`src/rtl/apb_cfg_master_if.sv`:
```
// Command/response and APB bus bundle for apb_cfg_master.
// master: the apb_cfg_master view. slave: the command source / APB responder view.
interface apb_cfg_master_if #(
  parameter int unsigned ADDR_W = 32,
  parameter int unsigned DATA_W = 32
);
  // command side
  logic              cmd_valid;
  logic              cmd_ready;
  logic              cmd_write;
  logic [ADDR_W-1:0] cmd_addr;
  logic [DATA_W-1:0] cmd_wdata;
  // response side
  logic              rsp_valid;
  logic [DATA_W-1:0] rsp_rdata;
  logic              rsp_err;
  logic              rsp_timeout;
  // APB bus
  logic              psel;
  logic              penable;
  logic              pwrite;
  logic [ADDR_W-1:0] paddr;
  logic [DATA_W-1:0] pwdata;
  logic [DATA_W-1:0] prdata;
  logic              pready;
  logic              pslverr;

  modport master (
    input  cmd_valid, cmd_write, cmd_addr, cmd_wdata, prdata, pready, pslverr,
    output cmd_ready, rsp_valid, rsp_rdata, rsp_err, rsp_timeout,
           psel, penable, pwrite, paddr, pwdata
  );

  modport slave (
    output cmd_valid, cmd_write, cmd_addr, cmd_wdata, prdata, pready, pslverr,
    input  cmd_ready, rsp_valid, rsp_rdata, rsp_err, rsp_timeout,
           psel, penable, pwrite, paddr, pwdata
  );
endinterface

```
`src/rtl/apb_cfg_master.sv`:
```
// apb_cfg_master: single-command APB requester for a small config register file.
// One command in flight: IDLE -> SETUP -> ACCESS (wait on pready) -> RESP -> IDLE.
// Optional feature macro APB_TIMEOUT_EN: bounds ACCESS to TIMEOUT_CYCLES wait cycles.
module apb_cfg_master #(
  parameter int unsigned ADDR_W         = 32,
  parameter int unsigned DATA_W         = 32,
  parameter int unsigned TIMEOUT_CYCLES = 16
) (
  input  logic              pclk,
  input  logic              preset,
  apb_cfg_master_if.master  ifc
);

  typedef enum logic [1:0] {
    IDLE   = 2'd0,
    SETUP  = 2'd1,
    ACCESS = 2'd2,
    RESP   = 2'd3
  } state_t;

  state_t state;

  // A zero limit would time out before any access could complete.
  if (TIMEOUT_CYCLES == 0) begin : g_bad_timeout
    $error("apb_cfg_master: TIMEOUT_CYCLES must be nonzero");
  end

`ifdef APB_TIMEOUT_EN
  localparam int unsigned CNT_W = $clog2(TIMEOUT_CYCLES + 1);

  logic [CNT_W-1:0] wait_cnt;
  logic [CNT_W-1:0] wait_cnt_inc;

  // Wait-cycle count including the current ACCESS cycle.
  assign wait_cnt_inc = wait_cnt + CNT_W'(1);
`else
  // No timeout hardware in this build.
  assign ifc.rsp_timeout = 1'b0;
`endif

  // Ready only in IDLE; forced low while reset is held so it tracks preset asynchronously.
  assign ifc.cmd_ready = (state == IDLE) && !preset;

  // Transfer FSM; the APB address/data registers double as the latched command.
  always_ff @(posedge pclk or posedge preset) begin
    if (preset) begin
      state         <= IDLE;
      ifc.psel      <= 1'b0;
      ifc.penable   <= 1'b0;
      ifc.pwrite    <= 1'b0;
      ifc.paddr     <= '0;
      ifc.pwdata    <= '0;
      ifc.rsp_valid <= 1'b0;
      ifc.rsp_rdata <= '0;
      ifc.rsp_err   <= 1'b0;
`ifdef APB_TIMEOUT_EN
      ifc.rsp_timeout <= 1'b0;
      wait_cnt        <= '0;
`endif
    end else begin
      ifc.rsp_valid <= 1'b0;
      ifc.rsp_rdata <= '0;
      ifc.rsp_err   <= 1'b0;
`ifdef APB_TIMEOUT_EN
      ifc.rsp_timeout <= 1'b0;
`endif
      case (state)
        IDLE: begin
          if (ifc.cmd_valid) begin
            state      <= SETUP;
            ifc.psel   <= 1'b1;
            ifc.pwrite <= ifc.cmd_write;
            ifc.paddr  <= ifc.cmd_addr;
            ifc.pwdata <= ifc.cmd_write ? ifc.cmd_wdata : DATA_W'(0);
          end
        end
        SETUP: begin
          state       <= ACCESS;
          ifc.penable <= 1'b1;
`ifdef APB_TIMEOUT_EN
          wait_cnt    <= '0;
`endif
        end
        ACCESS: begin
          if (ifc.pready) begin
            state         <= RESP;
            ifc.psel      <= 1'b0;
            ifc.penable   <= 1'b0;
            ifc.pwrite    <= 1'b0;
            ifc.paddr     <= '0;
            ifc.pwdata    <= '0;
            ifc.rsp_valid <= 1'b1;
            ifc.rsp_err   <= ifc.pslverr;
            ifc.rsp_rdata <= ifc.pwrite ? DATA_W'(0) : ifc.prdata;
`ifdef APB_TIMEOUT_EN
          end else if (wait_cnt_inc == CNT_W'(TIMEOUT_CYCLES)) begin
            state           <= RESP;
            wait_cnt        <= wait_cnt_inc;
            ifc.psel        <= 1'b0;
            ifc.penable     <= 1'b0;
            ifc.pwrite      <= 1'b0;
            ifc.paddr       <= '0;
            ifc.pwdata      <= '0;
            ifc.rsp_valid   <= 1'b1;
            ifc.rsp_err     <= 1'b1;
            ifc.rsp_timeout <= 1'b1;
          end else begin
            wait_cnt <= wait_cnt_inc;
`endif
          end
        end
        RESP: begin
          state <= IDLE;
        end
        default: begin
          state <= IDLE;
        end
      endcase
    end
  end

endmodule

```
`src/flat_wrapper.sv`:
```
// flat-port wrapper written by rule: the top's interface ports become plain ports
module apb_cfg_master_flat 
#(
  parameter int unsigned ADDR_W         = 32,
  parameter int unsigned DATA_W         = 32,
  parameter int unsigned TIMEOUT_CYCLES = 16
)
  (pclk, preset, ifc_cmd_valid, ifc_cmd_write, ifc_cmd_addr, ifc_cmd_wdata, ifc_prdata, ifc_pready, ifc_pslverr, ifc_cmd_ready, ifc_rsp_valid, ifc_rsp_rdata, ifc_rsp_err, ifc_rsp_timeout, ifc_psel, ifc_penable, ifc_pwrite, ifc_paddr, ifc_pwdata);
  apb_cfg_master_if #(.ADDR_W(ADDR_W), .DATA_W(DATA_W)) ifc_i ();
  input  logic pclk;
  input  logic preset;
  input wire logic [$bits(ifc_i.cmd_valid)-1:0] ifc_cmd_valid;
  input wire logic [$bits(ifc_i.cmd_write)-1:0] ifc_cmd_write;
  input wire logic [$bits(ifc_i.cmd_addr)-1:0] ifc_cmd_addr;
  input wire logic [$bits(ifc_i.cmd_wdata)-1:0] ifc_cmd_wdata;
  input wire logic [$bits(ifc_i.prdata)-1:0] ifc_prdata;
  input wire logic [$bits(ifc_i.pready)-1:0] ifc_pready;
  input wire logic [$bits(ifc_i.pslverr)-1:0] ifc_pslverr;
  output wire logic [$bits(ifc_i.cmd_ready)-1:0] ifc_cmd_ready;
  output wire logic [$bits(ifc_i.rsp_valid)-1:0] ifc_rsp_valid;
  output wire logic [$bits(ifc_i.rsp_rdata)-1:0] ifc_rsp_rdata;
  output wire logic [$bits(ifc_i.rsp_err)-1:0] ifc_rsp_err;
  output wire logic [$bits(ifc_i.rsp_timeout)-1:0] ifc_rsp_timeout;
  output wire logic [$bits(ifc_i.psel)-1:0] ifc_psel;
  output wire logic [$bits(ifc_i.penable)-1:0] ifc_penable;
  output wire logic [$bits(ifc_i.pwrite)-1:0] ifc_pwrite;
  output wire logic [$bits(ifc_i.paddr)-1:0] ifc_paddr;
  output wire logic [$bits(ifc_i.pwdata)-1:0] ifc_pwdata;
  assign ifc_i.cmd_valid = ifc_cmd_valid;
  assign ifc_i.cmd_write = ifc_cmd_write;
  assign ifc_i.cmd_addr = ifc_cmd_addr;
  assign ifc_i.cmd_wdata = ifc_cmd_wdata;
  assign ifc_i.prdata = ifc_prdata;
  assign ifc_i.pready = ifc_pready;
  assign ifc_i.pslverr = ifc_pslverr;
  assign ifc_cmd_ready = ifc_i.cmd_ready;
  assign ifc_rsp_valid = ifc_i.rsp_valid;
  assign ifc_rsp_rdata = ifc_i.rsp_rdata;
  assign ifc_rsp_err = ifc_i.rsp_err;
  assign ifc_rsp_timeout = ifc_i.rsp_timeout;
  assign ifc_psel = ifc_i.psel;
  assign ifc_penable = ifc_i.penable;
  assign ifc_pwrite = ifc_i.pwrite;
  assign ifc_paddr = ifc_i.paddr;
  assign ifc_pwdata = ifc_i.pwdata;
  apb_cfg_master #(.ADDR_W(ADDR_W), .DATA_W(DATA_W), .TIMEOUT_CYCLES(TIMEOUT_CYCLES)) u_core (.pclk(pclk), .preset(preset), .ifc(ifc_i));
endmodule
```
`config.mk`:
```
export PLATFORM = sky130hd
export DESIGN_NAME = apb_cfg_master_flat
export DESIGN_NICKNAME = d
export VERILOG_FILES = /design/src/rtl/apb_cfg_master_if.sv /design/src/rtl/apb_cfg_master.sv /design/src/flat_wrapper.sv
export SDC_FILE = /design/constraint.sdc
export NUM_CORES = 1
export LEC_CHECK = 0
export CAP_MARGIN = 30
export CORE_MARGIN = 2
export CORE_UTILIZATION = 30
export CTS_BUF_LIST = sky130_fd_sc_hd__clkbuf_8 sky130_fd_sc_hd__clkbuf_16
export DETAILED_ROUTE_END_ITERATION = 8
export HOLD_SLACK_MARGIN = 0.1
export PLACE_DENSITY = 0.72
export SETUP_SLACK_MARGIN = 0.5
export SLEW_MARGIN = 25
export SYNTH_ARGS = -nofsm -noshare
export SYNTH_HDL_FRONTEND = slang
export SYNTH_SLANG_ARGS = --single-unit
```
`constraint.sdc`:
```
create_clock -name pclk -period 3.9 [get_ports pclk]
set_clock_uncertainty 0.1 [all_clocks]
set_input_delay 0.39 -clock pclk [delete_from_list [all_inputs] [get_ports pclk]]
set_output_delay 0.39 -clock pclk [all_outputs]
set_load 0.01 [all_outputs]
```
==> flow_summary_export.csv <==
group,metric,value,unit
run_status,outcome,"finished, final reports clean",
floorplanning,initial_core_util,0.3069,
power,power_switching,1.629,mW
sta,max-slew-margin-rel,0.5909,
cells_and_area,fin_nets,654,
drt,drtPass1Iterations,4,
cells_and_area,antenna_cells,0,
placement,pre_cts_slack,1.455,ns
cells_and_area,finish.utilization,0.4874,
global_route,grt_max_degree,51,
sta,fin_crit,2.329,ns
synth,synth_area,4244,µm²
power,netSwitchingFraction,0.3308,
power,p_leak,2.998,nW
drt,finalWirelength,10460,µm
critical_path,start_kind,"register",
sta,final.setup.worst_slack,1.571,ns
sta,setup_viol,0,
drt,ant_nets,0,
sta,hold_viol,0,
flow_run,drv_cap,0,
cells_and_area,syn2layout_area_growth,58.79,%
synth,syn_nets,452,
floorplanning,fp.coreArea,13830,µm²
clock_tree,cts_tree,"built",
global_route,grt_pass1_vias,3243,
global_route,track_usage,0.1402,
placement,dpl_cell_area,6441,µm²
power,pwr_density_cell,730.6,nW/µm²
floorplanning,die_y,122.9,µm
placement,portBuffers,203,
clock_tree,cts_setup_buffers,0,
synth,synth_cell_types,21,
drt,vias_per_cell,4.274,
critical_path,path_max_fanout,38,
global_route,grt-ovfl-total,0,
sta,report.final.slew_viol_count,0,
clock_tree,cts_sinks,103,
sta,rsz0062_at_grt,"no",
synth,synth-seq-cells,103,
min_path,hold_depth,1,
synth,ys_warn_count,0,
power,internal_power,3.295,mW
cells_and_area,instances_no_fill,731,
sta,min_period_over_period,0.5972,
critical_path,crit_type,"register to register",
cells_and_area,drive_above_1_share,0.07804,
synth,postSynthCellCount,345,
drt,num_vias,3124,
clock_tree,postCtsHoldBufs,0,
cells_and_area,stdcell_area,6739,µm²
power,pwr-share-comb,0.473,
sta,clock.fmax,0.4294,GHz
clock_tree,ctsRootBufferMaster,"clkbuf_16",
floorplanning,fp.dieW,122.9,µm
clock_tree,clk_pin_slew,0.07,ns
critical_path,cp-end-kind,"register",
sta,worst_pin_slew,0.6137,ns
power,power.total,4.923,mW
power,ir_worst_vdd,0.2460,mV
global_route,grt_pass1_wl,16180,µm
critical_path,worstRegToRegCells,6,
drt,drc,0,
synth,syn_area_per_cell,12.30,µm²
clock_tree,h-tree-depth,3,
critical_path,cp_data_required_time,4.03,ns
clock_tree,insertion_delay,0.34,ns
drt,wire_per_inst,14.31,µm
power,pwr-share-clk,0.183,
min_path,hold_class,"register to register",
cells_and_area,fillerInstances,1199,
global_route,antenna_found_initial,0,
synth,seq_area_frac_synth,0.6073,
clock_tree,cts-resized-gates,0,
floorplanning,io_pins,205,
floorplanning,die_area,15110,µm²
placement,place_hpwl,7694,µm
sta,whs,0.3871,ns
placement,place.gp.congestion,0.7156,
clock_tree,cts_buffer_depth,2,
critical_path,cp.arrival,2.46,ns
clock_tree,cts_buffers,9,
floorplanning,rows,43,
power,sequentialPowerShare,0.344,
placement,dp_cells,716,
drt,drt_iter0_markers,127,
sta,finalSetupTns,0,ns
==> power by group through the flow <==
stage          Sequential, mW  Clock, mW  Combinational (mW)
3_5_place_dp             1.71          0                2.37
4_1_cts                  1.70      0.931                2.38
3_3_place_gp             1.70          0                2.31
2_1_floorplan            1.87          0                1.12
6_report                 1.69      0.902                2.33
5_1_grt                  1.74      0.983                2.54
==> critical path, cell delays in order, from the launching register on <==
cell and delay [ns]:
dfrtp_1 0.38, inv_1 0.14, ha_1 0.35, nor2_1 0.13
a211oi_4 0.19, buf_4 0.51, mux2_2 0.39
==> worst paths after layout <==
path,from,to,slack [ns]
min in group asynchronous,preset,u_core.ifc.paddr[20]$_DFFE_PP0P_,0.44
setup / recovery,u_core.state[0]$_DFFE_PP0P_,u_core.ifc.paddr[25]$_DFFE_PP0P_,1.57
max in group asynchronous,preset,u_core.ifc.pwdata[6]$_DFFE_PP0P_,2.41
setup reg to reg,u_core.state[0]$_DFFE_PP0P_,u_core.ifc.paddr[25]$_DFFE_PP0P_,1.57
hold reg to reg,u_core.ifc.paddr[12]$_DFFE_PP0P_,u_core.ifc.paddr[12]$_DFFE_PP0P_,0.39
hold / removal,u_core.ifc.paddr[12]$_DFFE_PP0P_,u_core.ifc.paddr[12]$_DFFE_PP0P_,0.39
==> layer usage <==
layer,vias up,part of all wire,GRT usage
met5,-,0,0
met4,0,0.021,0.06537
met3,14,0.092,0.05258
met2,127,0.48,0.2227
met1,1509,0.40,0.1684
li1,1474,-,-
==> sequential cells by signal (all words and copies together) (netlist names) <==
name / flops
u_core.ifc.paddr: 32
u_core.ifc.penable: 1
u_core.ifc.pwrite: 1
u_core.ifc.psel: 1
u_core.ifc.rsp_rdata: 32
u_core.state: 2
u_core.ifc.pwdata: 32
u_core.ifc.rsp_err: 1
u_core.ifc.rsp_valid: 1
==> layout make-up <==
| type | count | area (µm²) | area share |
|---|---|---|---|
| clock buffers | 10 | 239.0 | 0.03546 |
| clock inverters | 5 | 58.81 | 0.008726 |
| inverters | 36 | 137.6 | 0.02042 |
| multi-input cells | 187 | 1416 | 0.2102 |
| flip-flops and latches | 103 | 2577 | 0.3825 |
| well taps | 180 | 225.2 | 0.03342 |
| repair buffers | 210 | 2085 | 0.3093 |
==> logic make-up after synthesis <==
group / Yosys count / share of synthesized area
compound gates: 6 / 0.008843
flops: 103 / 0.6073
simple gates: 107 / 0.1365
mux: 68 / 0.1704
other cells: 1 / 0.0008836
buf+inv: 55 / 0.06132
fa+ha+maj: 5 / 0.01474
==> placed cells by master, fill, tap and decap left out, drive strengths merged <==
master         Yosys  final
clkdlybuf4s50      0    203
bufinv             0      1
nor2b             36     36
clkbuf            10     10
inv               36     36
mux2i             34     34
clkinv             0      2
and3               1      1
and2              33     33
clkinvlp           0      2
mux2              34     34
ha                 5      5
nand2             34     34
a211oi             1      1
nor2               3      3
dfrtp            103    103
o21ai              3      3
a21oi              2      2
conb               1      1
buf                9      7
==> synth_stat cells <==
| cell type | count | area, µm² |
|---|---|---|
| a211oi_2 | 1 | 12.51 |
| a21oi_1 | 2 | 10.01 |
| and2_1 | 33 | 206.5 |
| and3_1 | 1 | 6.260 |
| buf_2 | 1 | 5.000 |
| buf_4 | 2 | 15.01 |
| buf_6 | 6 | 67.56 |
| clkbuf_1 | 10 | 37.54 |
| conb_1 | 1 | 3.750 |
| dfrtp_1 | 103 | 2577 |
| ha_1 | 5 | 62.56 |
| inv_1 | 35 | 131.4 |
| inv_2 | 1 | 3.750 |
| mux2_1 | 18 | 202.7 |
| mux2_2 | 16 | 180.2 |
| mux2i_1 | 34 | 340.3 |
| nand2_1 | 34 | 127.6 |
| nor2_1 | 3 | 11.26 |
| nor2b_1 | 35 | 219.0 |
| nor2b_2 | 1 | 8.760 |
| o21ai_0 | 3 | 15.01 |
No activity file was read; power rests on OpenSTA's default activity.
